### src/rtl/midi_msg_parser_pkg.sv
// Shared types and constants for the MIDI byte-stream to channel-voice message parser.
package midi_msg_parser_pkg;

  localparam int unsigned BYTE_W = 8;
  localparam int unsigned DATA_W = 7;
  localparam int unsigned CHAN_W = 4;
  localparam int unsigned ERR_W  = 8;

  typedef enum logic [2:0] {
    NOTE_OFF = 3'd0,
    NOTE_ON  = 3'd1,
    POLY_AT  = 3'd2,
    CC       = 3'd3,
    PROG     = 3'd4,
    CHAN_AT  = 3'd5,
    PITCH    = 3'd6
  } msg_type_e;

  typedef enum logic [1:0] {
    IDLE    = 2'd0,
    WAIT_D1 = 2'd1,
    WAIT_D2 = 2'd2,
    SYSEX   = 2'd3
  } state_e;

  localparam logic [3:0] ST_NOTE_OFF = 4'h8;
  localparam logic [3:0] ST_NOTE_ON  = 4'h9;
  localparam logic [3:0] ST_POLY_AT  = 4'hA;
  localparam logic [3:0] ST_CC       = 4'hB;
  localparam logic [3:0] ST_PROG     = 4'hC;
  localparam logic [3:0] ST_CHAN_AT  = 4'hD;
  localparam logic [3:0] ST_PITCH    = 4'hE;

  localparam logic [BYTE_W-1:0] SYSEX_START = 8'hF0;
  localparam logic [BYTE_W-1:0] SYSEX_END   = 8'hF7;
  localparam logic [BYTE_W-1:0] RT_MIN      = 8'hF8;

  typedef struct packed {
    msg_type_e         mtype;
    logic [CHAN_W-1:0] channel;
    logic [DATA_W-1:0] data1;
    logic [DATA_W-1:0] data2;
  } midi_msg_t;

  // Number of data bytes that follow a channel status byte.
  function automatic logic [1:0] midi_data_len(input logic [BYTE_W-1:0] status);
    if (status[7:4] == ST_PROG || status[7:4] == ST_CHAN_AT) return 2'd1;
    return 2'd2;
  endfunction

  function automatic msg_type_e status_to_type(input logic [3:0] nibble);
    case (nibble)
      ST_NOTE_OFF: return NOTE_OFF;
      ST_NOTE_ON:  return NOTE_ON;
      ST_POLY_AT:  return POLY_AT;
      ST_CC:       return CC;
      ST_PROG:     return PROG;
      ST_CHAN_AT:  return CHAN_AT;
      default:     return PITCH;
    endcase
  endfunction

endpackage

### src/rtl/midi_msg_parser_if.sv
// Byte-in / message-out bundle between midi_receiver, the parser and downstream logic.
interface midi_msg_parser_if;
  import midi_msg_parser_pkg::*;

  logic [BYTE_W-1:0] byte_in;
  logic              byte_valid;
  logic              msg_valid;
  msg_type_e         msg_type;
  logic [CHAN_W-1:0] msg_channel;
  logic [DATA_W-1:0] msg_data1;
  logic [DATA_W-1:0] msg_data2;
  logic              rt_valid;
  logic [BYTE_W-1:0] rt_byte;
  logic [ERR_W-1:0]  err_count;

  modport master (
    output byte_in, byte_valid,
    input  msg_valid, msg_type, msg_channel, msg_data1, msg_data2,
    input  rt_valid, rt_byte, err_count
  );

  modport slave (
    input  byte_in, byte_valid,
    output msg_valid, msg_type, msg_channel, msg_data1, msg_data2,
    output rt_valid, rt_byte, err_count
  );
endinterface

### src/rtl/midi_msg_parser.sv
// Turns a raw MIDI byte stream into registered channel-voice message strobes,
// handling running status, SysEx skipping and interleaved realtime bytes.
module midi_msg_parser
  import midi_msg_parser_pkg::*;
#(
  parameter bit         VEL0_IS_OFF = 1'b1,
  parameter bit         OMNI        = 1'b1,
  parameter logic [3:0] CHANNEL     = 4'd0
) (
  input logic               clk,
  input logic               reset,
  midi_msg_parser_if.slave  bus
);

  state_e            state_q, state_d;
  logic [BYTE_W-1:0] status_q, status_d;
  logic              fresh_q, fresh_d;
  logic [DATA_W-1:0] data1_q, data1_d;
  midi_msg_t         msg_q, msg_d;
  logic              msg_valid_q, msg_valid_d;
  logic              rt_valid_q, rt_valid_d;
  logic [BYTE_W-1:0] rt_byte_q, rt_byte_d;
  logic [ERR_W-1:0]  err_q, err_d;

  logic              emit;
  logic              err_inc;
  logic [DATA_W-1:0] emit_d1;
  logic [DATA_W-1:0] emit_d2;
  msg_type_e         emit_type;

  // State and output registers.
  always_ff @(posedge clk or negedge reset) begin
    if (!reset) begin
      state_q     <= IDLE;
      status_q    <= '0;
      fresh_q     <= 1'b0;
      data1_q     <= '0;
      msg_q       <= '0;
      msg_valid_q <= 1'b0;
      rt_valid_q  <= 1'b0;
      rt_byte_q   <= '0;
      err_q       <= '0;
    end else begin
      state_q     <= state_d;
      status_q    <= status_d;
      fresh_q     <= fresh_d;
      data1_q     <= data1_d;
      msg_q       <= msg_d;
      msg_valid_q <= msg_valid_d;
      rt_valid_q  <= rt_valid_d;
      rt_byte_q   <= rt_byte_d;
      err_q       <= err_d;
    end
  end

  // Byte classification, next state and message assembly.
  // fresh_q marks a status byte received with no data yet, so a new status
  // arriving then still counts as a dropped partial message.
  always_comb begin
    state_d     = state_q;
    status_d    = status_q;
    fresh_d     = fresh_q;
    data1_d     = data1_q;
    msg_d       = msg_q;
    msg_valid_d = 1'b0;
    rt_valid_d  = 1'b0;
    rt_byte_d   = rt_byte_q;
    emit        = 1'b0;
    err_inc     = 1'b0;
    emit_d1     = data1_q;
    emit_d2     = '0;
    emit_type   = NOTE_OFF;

    if (bus.byte_valid) begin
      if (bus.byte_in >= RT_MIN) begin
        rt_valid_d = 1'b1;
        rt_byte_d  = bus.byte_in;
      end else if (bus.byte_in[7] && bus.byte_in < SYSEX_START) begin
        err_inc  = (state_q == WAIT_D2) || (state_q == WAIT_D1 && fresh_q);
        status_d = bus.byte_in;
        fresh_d  = 1'b1;
        state_d  = WAIT_D1;
      end else if (bus.byte_in == SYSEX_START) begin
        status_d = '0;
        fresh_d  = 1'b0;
        state_d  = SYSEX;
      end else if (bus.byte_in[7]) begin
        // SYSEX_END and the remaining system common bytes abandon running status.
        status_d = '0;
        fresh_d  = 1'b0;
        state_d  = IDLE;
      end else begin
        case (state_q)
          IDLE: err_inc = 1'b1;
          WAIT_D1: begin
            data1_d = bus.byte_in[DATA_W-1:0];
            emit_d1 = bus.byte_in[DATA_W-1:0];
            fresh_d = 1'b0;
            if (midi_data_len(status_q) == 2'd1) emit = 1'b1;
            else state_d = WAIT_D2;
          end
          WAIT_D2: begin
            emit    = 1'b1;
            emit_d2 = bus.byte_in[DATA_W-1:0];
            state_d = WAIT_D1;
          end
          default: ;
        endcase
      end
    end

    if (emit) begin
      emit_type = status_to_type(status_q[7:4]);
      if (VEL0_IS_OFF && emit_type == NOTE_ON && emit_d2 == '0) emit_type = NOTE_OFF;
      if (OMNI || status_q[3:0] == CHANNEL) begin
        msg_valid_d   = 1'b1;
        msg_d.mtype   = emit_type;
        msg_d.channel = status_q[3:0];
        msg_d.data1   = emit_d1;
        msg_d.data2   = emit_d2;
      end
    end

    err_d = (err_inc && err_q != 8'hFF) ? err_q + 8'd1 : err_q;
  end

  assign bus.msg_valid   = msg_valid_q;
  assign bus.msg_type    = msg_q.mtype;
  assign bus.msg_channel = msg_q.channel;
  assign bus.msg_data1   = msg_q.data1;
  assign bus.msg_data2   = msg_q.data2;
  assign bus.rt_valid    = rt_valid_q;
  assign bus.rt_byte     = rt_byte_q;
  assign bus.err_count   = err_q;

endmodule

### src/flat_wrapper.sv
// flat-port wrapper written by rule: the top's interface ports become plain ports
module midi_msg_parser_flat import midi_msg_parser_pkg::*;
#(
  parameter bit         VEL0_IS_OFF = 1'b1,
  parameter bit         OMNI        = 1'b1,
  parameter logic [3:0] CHANNEL     = 4'd0
)
  (clk, reset, bus_byte_in, bus_byte_valid, bus_msg_valid, bus_msg_type, bus_msg_channel, bus_msg_data1, bus_msg_data2, bus_rt_valid, bus_rt_byte, bus_err_count);
  midi_msg_parser_if bus_i ();
  input logic clk;
  input logic reset;
  input wire logic [$bits(bus_i.byte_in)-1:0] bus_byte_in;
  input wire logic [$bits(bus_i.byte_valid)-1:0] bus_byte_valid;
  output wire logic [$bits(bus_i.msg_valid)-1:0] bus_msg_valid;
  output wire logic [$bits(bus_i.msg_type)-1:0] bus_msg_type;
  output wire logic [$bits(bus_i.msg_channel)-1:0] bus_msg_channel;
  output wire logic [$bits(bus_i.msg_data1)-1:0] bus_msg_data1;
  output wire logic [$bits(bus_i.msg_data2)-1:0] bus_msg_data2;
  output wire logic [$bits(bus_i.rt_valid)-1:0] bus_rt_valid;
  output wire logic [$bits(bus_i.rt_byte)-1:0] bus_rt_byte;
  output wire logic [$bits(bus_i.err_count)-1:0] bus_err_count;
  assign bus_i.byte_in = bus_byte_in;
  assign bus_i.byte_valid = bus_byte_valid;
  assign bus_msg_valid = bus_i.msg_valid;
  assign bus_msg_type = bus_i.msg_type;
  assign bus_msg_channel = bus_i.msg_channel;
  assign bus_msg_data1 = bus_i.msg_data1;
  assign bus_msg_data2 = bus_i.msg_data2;
  assign bus_rt_valid = bus_i.rt_valid;
  assign bus_rt_byte = bus_i.rt_byte;
  assign bus_err_count = bus_i.err_count;
  midi_msg_parser #(.VEL0_IS_OFF(VEL0_IS_OFF), .OMNI(OMNI), .CHANNEL(CHANNEL)) u_core (.clk(clk), .reset(reset), .bus(bus_i));
endmodule
### config.mk
export PLATFORM = sky130hd
export DESIGN_NAME = midi_msg_parser_flat
export DESIGN_NICKNAME = d
export VERILOG_FILES = /design/src/rtl/midi_msg_parser_pkg.sv /design/src/rtl/midi_msg_parser_if.sv /design/src/rtl/midi_msg_parser.sv /design/src/flat_wrapper.sv
export SDC_FILE = /design/constraint.sdc
export NUM_CORES = 1
export LEC_CHECK = 0
export ABC_CLOCK_PERIOD_IN_PS = 2000
export CAP_MARGIN = 20
export CORE_UTILIZATION = 50
export CTS_BUF_LIST = sky130_fd_sc_hd__clkbuf_16
export CTS_CLUSTER_SIZE = 10
export DETAILED_ROUTE_END_ITERATION = 8
export PLACE_DENSITY_LB_ADDON = 0.3
export SYNTH_ARGS = -nofsm -noshare
export SYNTH_HDL_FRONTEND = slang
export SYNTH_SLANG_ARGS = --single-unit
export TNS_END_PERCENT = 10
### constraint.sdc
create_clock -name clk -period 2 [get_ports clk]
set_clock_uncertainty 0.05 [all_clocks]
set_input_delay 0.4 -clock clk [delete_from_list [all_inputs] [get_ports clk]]
set_output_delay 0.4 -clock clk [all_outputs]
set_load 0.005 [all_outputs]
**Yosys cells after proc, flatten, opt, wreduce, memory -nomap -nowiden**

Cells that the tools add are included.

- Reduce and logical (&&, ||, !) cells: 15
- $lt $le $gt $ge: 2
- Muxes and demuxes: 58
- Add/sub/neg operators: 1
- Bitwise gates (word level): 1
- Equality and inequality tests: 13

Operator list:

| operator | count |
|---|---|
| $mux W7 | 12 |
| $mux W1 | 26 |
| $eq A4 B4 Y1 const B | 6 |
| $mux W2 | 12 |
| $mux W8 | 3 |
| $pmux W3 S6 | 1 |
| $add A8 B1 Y8 const B | 1 |
| $eq A8 B8 Y1 const B | 1 |
| $ge A8 B8 Y1 const B | 1 |
| $lt A8 B8 Y1 const B | 1 |
| $ne A8 B8 Y1 const B | 1 |
| $logic_not A7 Y1 | 1 |
| $mux W3 | 2 |
| $reduce_and A3 Y1 | 2 |
| $ne A5 B4 Y1 const B | 1 |
| $reduce_bool A5 Y1 | 1 |
| $eq A2 B1 Y1 const B | 2 |
| $logic_and A1 B1 Y1 | 4 |
| $pmux W2 S2 | 1 |
| $reduce_and A4 Y1 | 1 |
| $reduce_bool A4 Y1 | 1 |
| $eq A3 B1 Y1 const B | 1 |
| $reduce_bool A3 Y1 | 1 |
| $eq A2 B2 Y1 const B | 1 |
| 5 further kinds | 6 |

- Flip-flop bits (word level): 57
- Input bits: 11
- Word-level logic and storage cells: 102
- Output and inout port bits: 39

**Logic depth before layout (Yosys ltp)**

- Depth after elaboration: 28
- Mapped depth: 7
- Depth with buffers taken out: 6

**Worst setup path before layout**

No wires, ideal clock.

- Kind: reg2reg
- Start point: register u_core.state_q[1]
- End point: register u_core.msg_q (netlist bit u_core.bus.msg_data1[0])
- Data required time: 1.825 ns
- Cell stages (with the launch flop): 7
- Period minus slack after synthesis: 1.764 ns
- Library setup time: 0.125 ns
- Arrival time: 1.589 ns
- Path slack: 0.236 ns
- Buffers on the path: 0
- Path through: dfrtp_1 inv_1 ha_1 and4b_1 o211ai_2 inv_2 mux2_4

- Cells in the longest elaborated chain, start to end: 7
- Elaborated cells between the ends (all ways): 14
- Those cells by class: eq/ne: 2; mux: 12

RTL lines:

| element | line | RTL |
|---|---|---|
| start, declared | midi_msg_parser.sv:15 | `state_e state_q, state_d;` |
| start signal, assigned | midi_msg_parser.sv:44 | `state_q <= state_d;` |
| $eq A2 B2 Y1 / $eq A2 B1 Y1 (equally long branches) | midi_msg_parser.sv:93 | `case (state_q)` |
| $pmux W1 S2 (*) | midi_msg_parser.sv:93 |  |
| $mux W1 (*) | midi_msg_parser.sv:87 | `end else if (bus.byte_in[7]) begin` |
| $mux W1 (*) | midi_msg_parser.sv:83 | `end else if (bus.byte_in == SYSEX_START) begin` |
| $mux W1 (*) | midi_msg_parser.sv:78 | `end else if (bus.byte_in[7] && bus.byte_in < SYSEX_START) begin` |
| $mux W1 (*) | midi_msg_parser.sv:75 | `if (bus.byte_in >= RT_MIN) begin` |
| $mux W1 (*) | midi_msg_parser.sv:74 | `if (bus.byte_valid) begin` |
| named net u_core.emit | midi_msg_parser.sv:25 | `logic emit;` |
| end signal, assigned | midi_msg_parser.sv:48 | `msg_q <= msg_d;` |
| end, declared | midi_msg_parser.sv:19 | `midi_msg_t msg_q, msg_d;` |

Mark *: on every way through the listed nets, which the timed path passes. The rest lies on a longest branch.
A chain may end at the register's enable or synchronous reset.

**Worst setup path after layout**

- Start point: register u_core.state_q[1]
- End point: register u_core.msg_q (netlist bit u_core.bus.msg_data1[4])

The elaborated chain is that of the path after synthesis.

==> summary.md <==
| Metric | Value |
|---|---|
| Share of total power in combinational logic | 0.317 |
| Max layer used | met4 |
| Synth area leaders | dfrtp_1 59%, mux2_4 8.0%, mux2_2 5.1% |
| GR Util All Layers | 0.235 |
| Initial Util | 0.539 |
| Net Sw Frac | 0.270 |
| Core area | 4500 um^2 |
| Total CTS buffers | 9 |
| Fin. max-slew vios | 0 |
| Total grt overflow | 0 |
| Synthesis-stage register bit count | 57 |
| Antenna Violating Nets Remaining | 0 |
| Clock Pin Slew Worst Setup and Hold Paths | roughly 0.050 ns |
| Global-route wire length before repair | 8850 um |
| Layout cells sized above 1 | 0.254 |
| Filler cells | 295 |
| Share of the synthesized area in the top cell type | 0.588 |
| Post-CTS Setup Inserts | 0 |
| FMAX | around 510 MHz |
| Status | completed |
| Hpwl dp | between 3000 and 4000 um |
| Max-cap violations | 0 |
| Metal1 wirelength | 2700 um |
| Die X | around 72 um |
| Num Clock Sinks | 57 |
| Crit path time final | 1.95 ns |
| Post-synthesis sequential area ratio | 0.588 |
| Worst skew pair latency | between 0.3 and 0.4 ns |
| Die Ht | between 70 and 80 um |
| # setup viols final | 0 |
| P_leak | roughly 1.6 nW |
| Most frequent cells in the layout | 57 x dfrtp_1, 48 x clkdlybuf4s50_1, 22 x nand2_1, 22 x buf_4, 13 x mux2_4 |
| Net Switching | 1.27 mW |
| CP max FO | 8 |
| Clock buffer depth | 2 |
| Io pins | 50 |
| Placer Congestion | 0.804 |
| Number of port buffers | 49 |
| Ys async rst share | 1.00 |
| Mapped cell area | approximately 2400 um^2 |
| Initial antenna violation count | 0 |
| Util after Layout | 0.773 |
| Relative slew margins | 0.687 |
| Ys flop type | dfrtp_1 |
| Antenna fix cells | 0 |
| Clock Tree Root | clkbuf_16 |
| FP Rows | 24 |
| Wire per inst | approximately 17 um |
| Sequential power share | 0.379 |
| CTS tree | built |
| Drt pass-1 iters | 4 |
| RSZ-0062 raised after global routing | yes |
| Fin. Hold Viols | 0 |
| Power density over the cells | around 1300 nW/um^2 |
| Netlist cell types | between 40 and 50 |
| Worst setup path class | flip-flop to flip-flop |
| Worst setup SP type | flip-flop |
| Synth area leader | dfrtp_1 |
| Post-route clock period utilization | 0.977 |
| Die area | roughly 5000 um^2 |
| Cells after DPL | around 310 |
| Routed length on met3 | just over 200 um |
| Initial DRC Count | 92 |
| Worst EP required | about 2.2 ns |
| Clock power share | 0.304 |
| Synth warnings | 0 |
| Area delta synth->final | 43.5% |
| DRC | 0 |
| Final wirelength | approximately 5600 um |
| DR WL met2 | around 2600 um |
| Final cell count without fillers | around 330 |
| EDFF count, synth | 0 |
| Peak supply drop | just under 0.9 mV |
| Slew @ Worst Pin | approximately 0.47 ns |
| Arrival @ worst endpoint | 2.11 ns |
| Crit end category | flip-flop |
| Vias in the first global route | roughly 1,800 |
| DR vias/cell | around 5.4 |
| Vias | approximately 1,800 |
| Syn Nets | between 200 and 250 |
| CTS H-tree lvls | 3 |
| Syn avg cell area | between 10 and 15 um^2 |
| Int Pwr | roughly 3.4 mW |
| Commonest non-fill, non-tap cell in the layout | dfrtp_1 |
| NumNets Final | 286 |
| Pin count of the biggest net entering global routing | 28 |
| Hold Path Class | flip-flop to flip-flop |
| Cell count after synthesis | 190 |
==> worst paths after layout <==
path,endpoint,slack [ns],start,cells past startpoint
setup / recovery,u_core.bus.msg_data1[4]$_DFFE_PN0P_,0.05,u_core.state_q[1]$_DFFE_PN0P_,6
hold / removal,u_core.bus.msg_type[1]$_DFFE_PN0P_,0.42,u_core.bus.msg_type[1]$_DFFE_PN0P_,2
setup reg to reg,u_core.bus.msg_data1[4]$_DFFE_PN0P_,0.05,u_core.state_q[1]$_DFFE_PN0P_,6
hold reg to reg,u_core.bus.msg_type[1]$_DFFE_PN0P_,0.42,u_core.bus.msg_type[1]$_DFFE_PN0P_,2
max in group asynchronous,u_core.bus.err_count[1]$_DFFE_PN0P_,0.82,reset,3
min in group asynchronous,u_core.bus.msg_data2[1]$_DFFE_PN0P_,0.52,reset,2
==> power by group through the flow <==
stage	sequential, mW	combinational (mW)	clock, mW
3_5_place_dp	1.78	1.45	0
4_1_cts	1.77	1.48	1.43
5_1_grt	1.80	1.60	1.51
2_1_floorplan	1.76	0.681	0
6_report	1.77	1.48	1.42
3_3_place_gp	1.78	1.41	0
==> Yosys cell counts (2+ instances only) <==
library cell  number
o21ai_0           11
nor2_1             4
mux2_4            13
nand3_1            4
buf_2              4
dfrtp_1           57
nand2b_1           8
a22o_1             7
mux2_2            11
a21o_1             3
ha_1               4
nand2_1           22
nor4_1             2
inv_1              7
nand4_1            2
xor2_1             3
nor3_1             2
a21oi_1            2
==> final cells by class <==
| class | instances | area, um^2 | area share |
|---|---|---|---|
| Sequential cell | 57 | 1430 | 0.410 |
| Tap cell | 52 | 65.1 | 0.0187 |
| Clock buffer | 9 | 225 | 0.0647 |
| Clock inverter | 7 | 53.8 | 0.0155 |
| Inverter | 8 | 30.0 | 0.00862 |
| Multi-Input combinational cell | 120 | 961 | 0.276 |
| Timing Repair Buffer | 75 | 721 | 0.207 |
==> per-layer routing <==
metal  vias to the layer above  global-route usage
li1                        840                   -
met1                       889               0.344
met5                         -                   0
met3                         7              0.0478
met4                         0              0.0980
met2                        48               0.343
==> worst max-delay path, stage by stage (launching register included) <==
cell,delay [ns]
dfrtp_1,0.39
inv_1,0.09
ha_1,0.28
and4b_1,0.27
o211ai_2,0.15
inv_2,0.24
mux2_2,0.36
==> registers in the layout, summed over array words and instances (netlist names) <==
| register | flops |
|---|---|
| u_core.bus.msg_valid | 1 |
| u_core.bus.rt_valid | 1 |
| u_core.bus.msg_type | 3 |
| u_core.bus.msg_data2 | 7 |
| u_core.bus.msg_data1 | 7 |
| u_core.fresh_q | 1 |
| u_core.status_q | 8 |
| u_core.data1_q | 7 |
| u_core.bus.err_count | 8 |
| u_core.bus.rt_byte | 8 |
| u_core.state_q | 2 |
| u_core.bus.msg_channel | 4 |
==> cell families (layout without fill, tap and decap cells) <==
logic type / count (synthesis) / in the layout / share of synthesized area
fa+ha+maj: 4 / 4 / 0.0206
mux: 26 / 26 / 0.140
compound gates: 31 / 31 / 0.0918
flops: 57 / 57 / 0.588
xor+xnor: 4 / 4 / 0.0144
buf+inv: 13 / 99 / 0.0222
simple gates: 55 / 55 / 0.123
==> stage by stage <==
step / total power [mW] / TNS, ns / area, um^2 / setup WS [ns] / hold WS, ns
2_1_floorplan: 2.44 / 0 / 2430 / 0.236 / 0.0544
3_3_place_gp: 3.19 / -3.76 / 3180 / -0.217 / 0.321
3_5_place_dp: 3.23 / -5.37 / 3180 / -0.275 / 0.335
4_1_cts: 4.68 / 0 / 3470 / 0.0432 / 0.426
5_1_grt: 4.91 / -0.0724 / 3480 / -0.0329 / 0.447
6_report: 4.68 / 0 / 3480 / 0.0467 / 0.421
==> repair_timing <==
item                                    4_1_cts  5_1_grt
hold endpoints to repair                     17        0
gates resized for setup                       0        2
hold buffers                                  1        0
endpoints found under the setup margin        0        7
No activity file was read; power rests on OpenSTA's default activity.
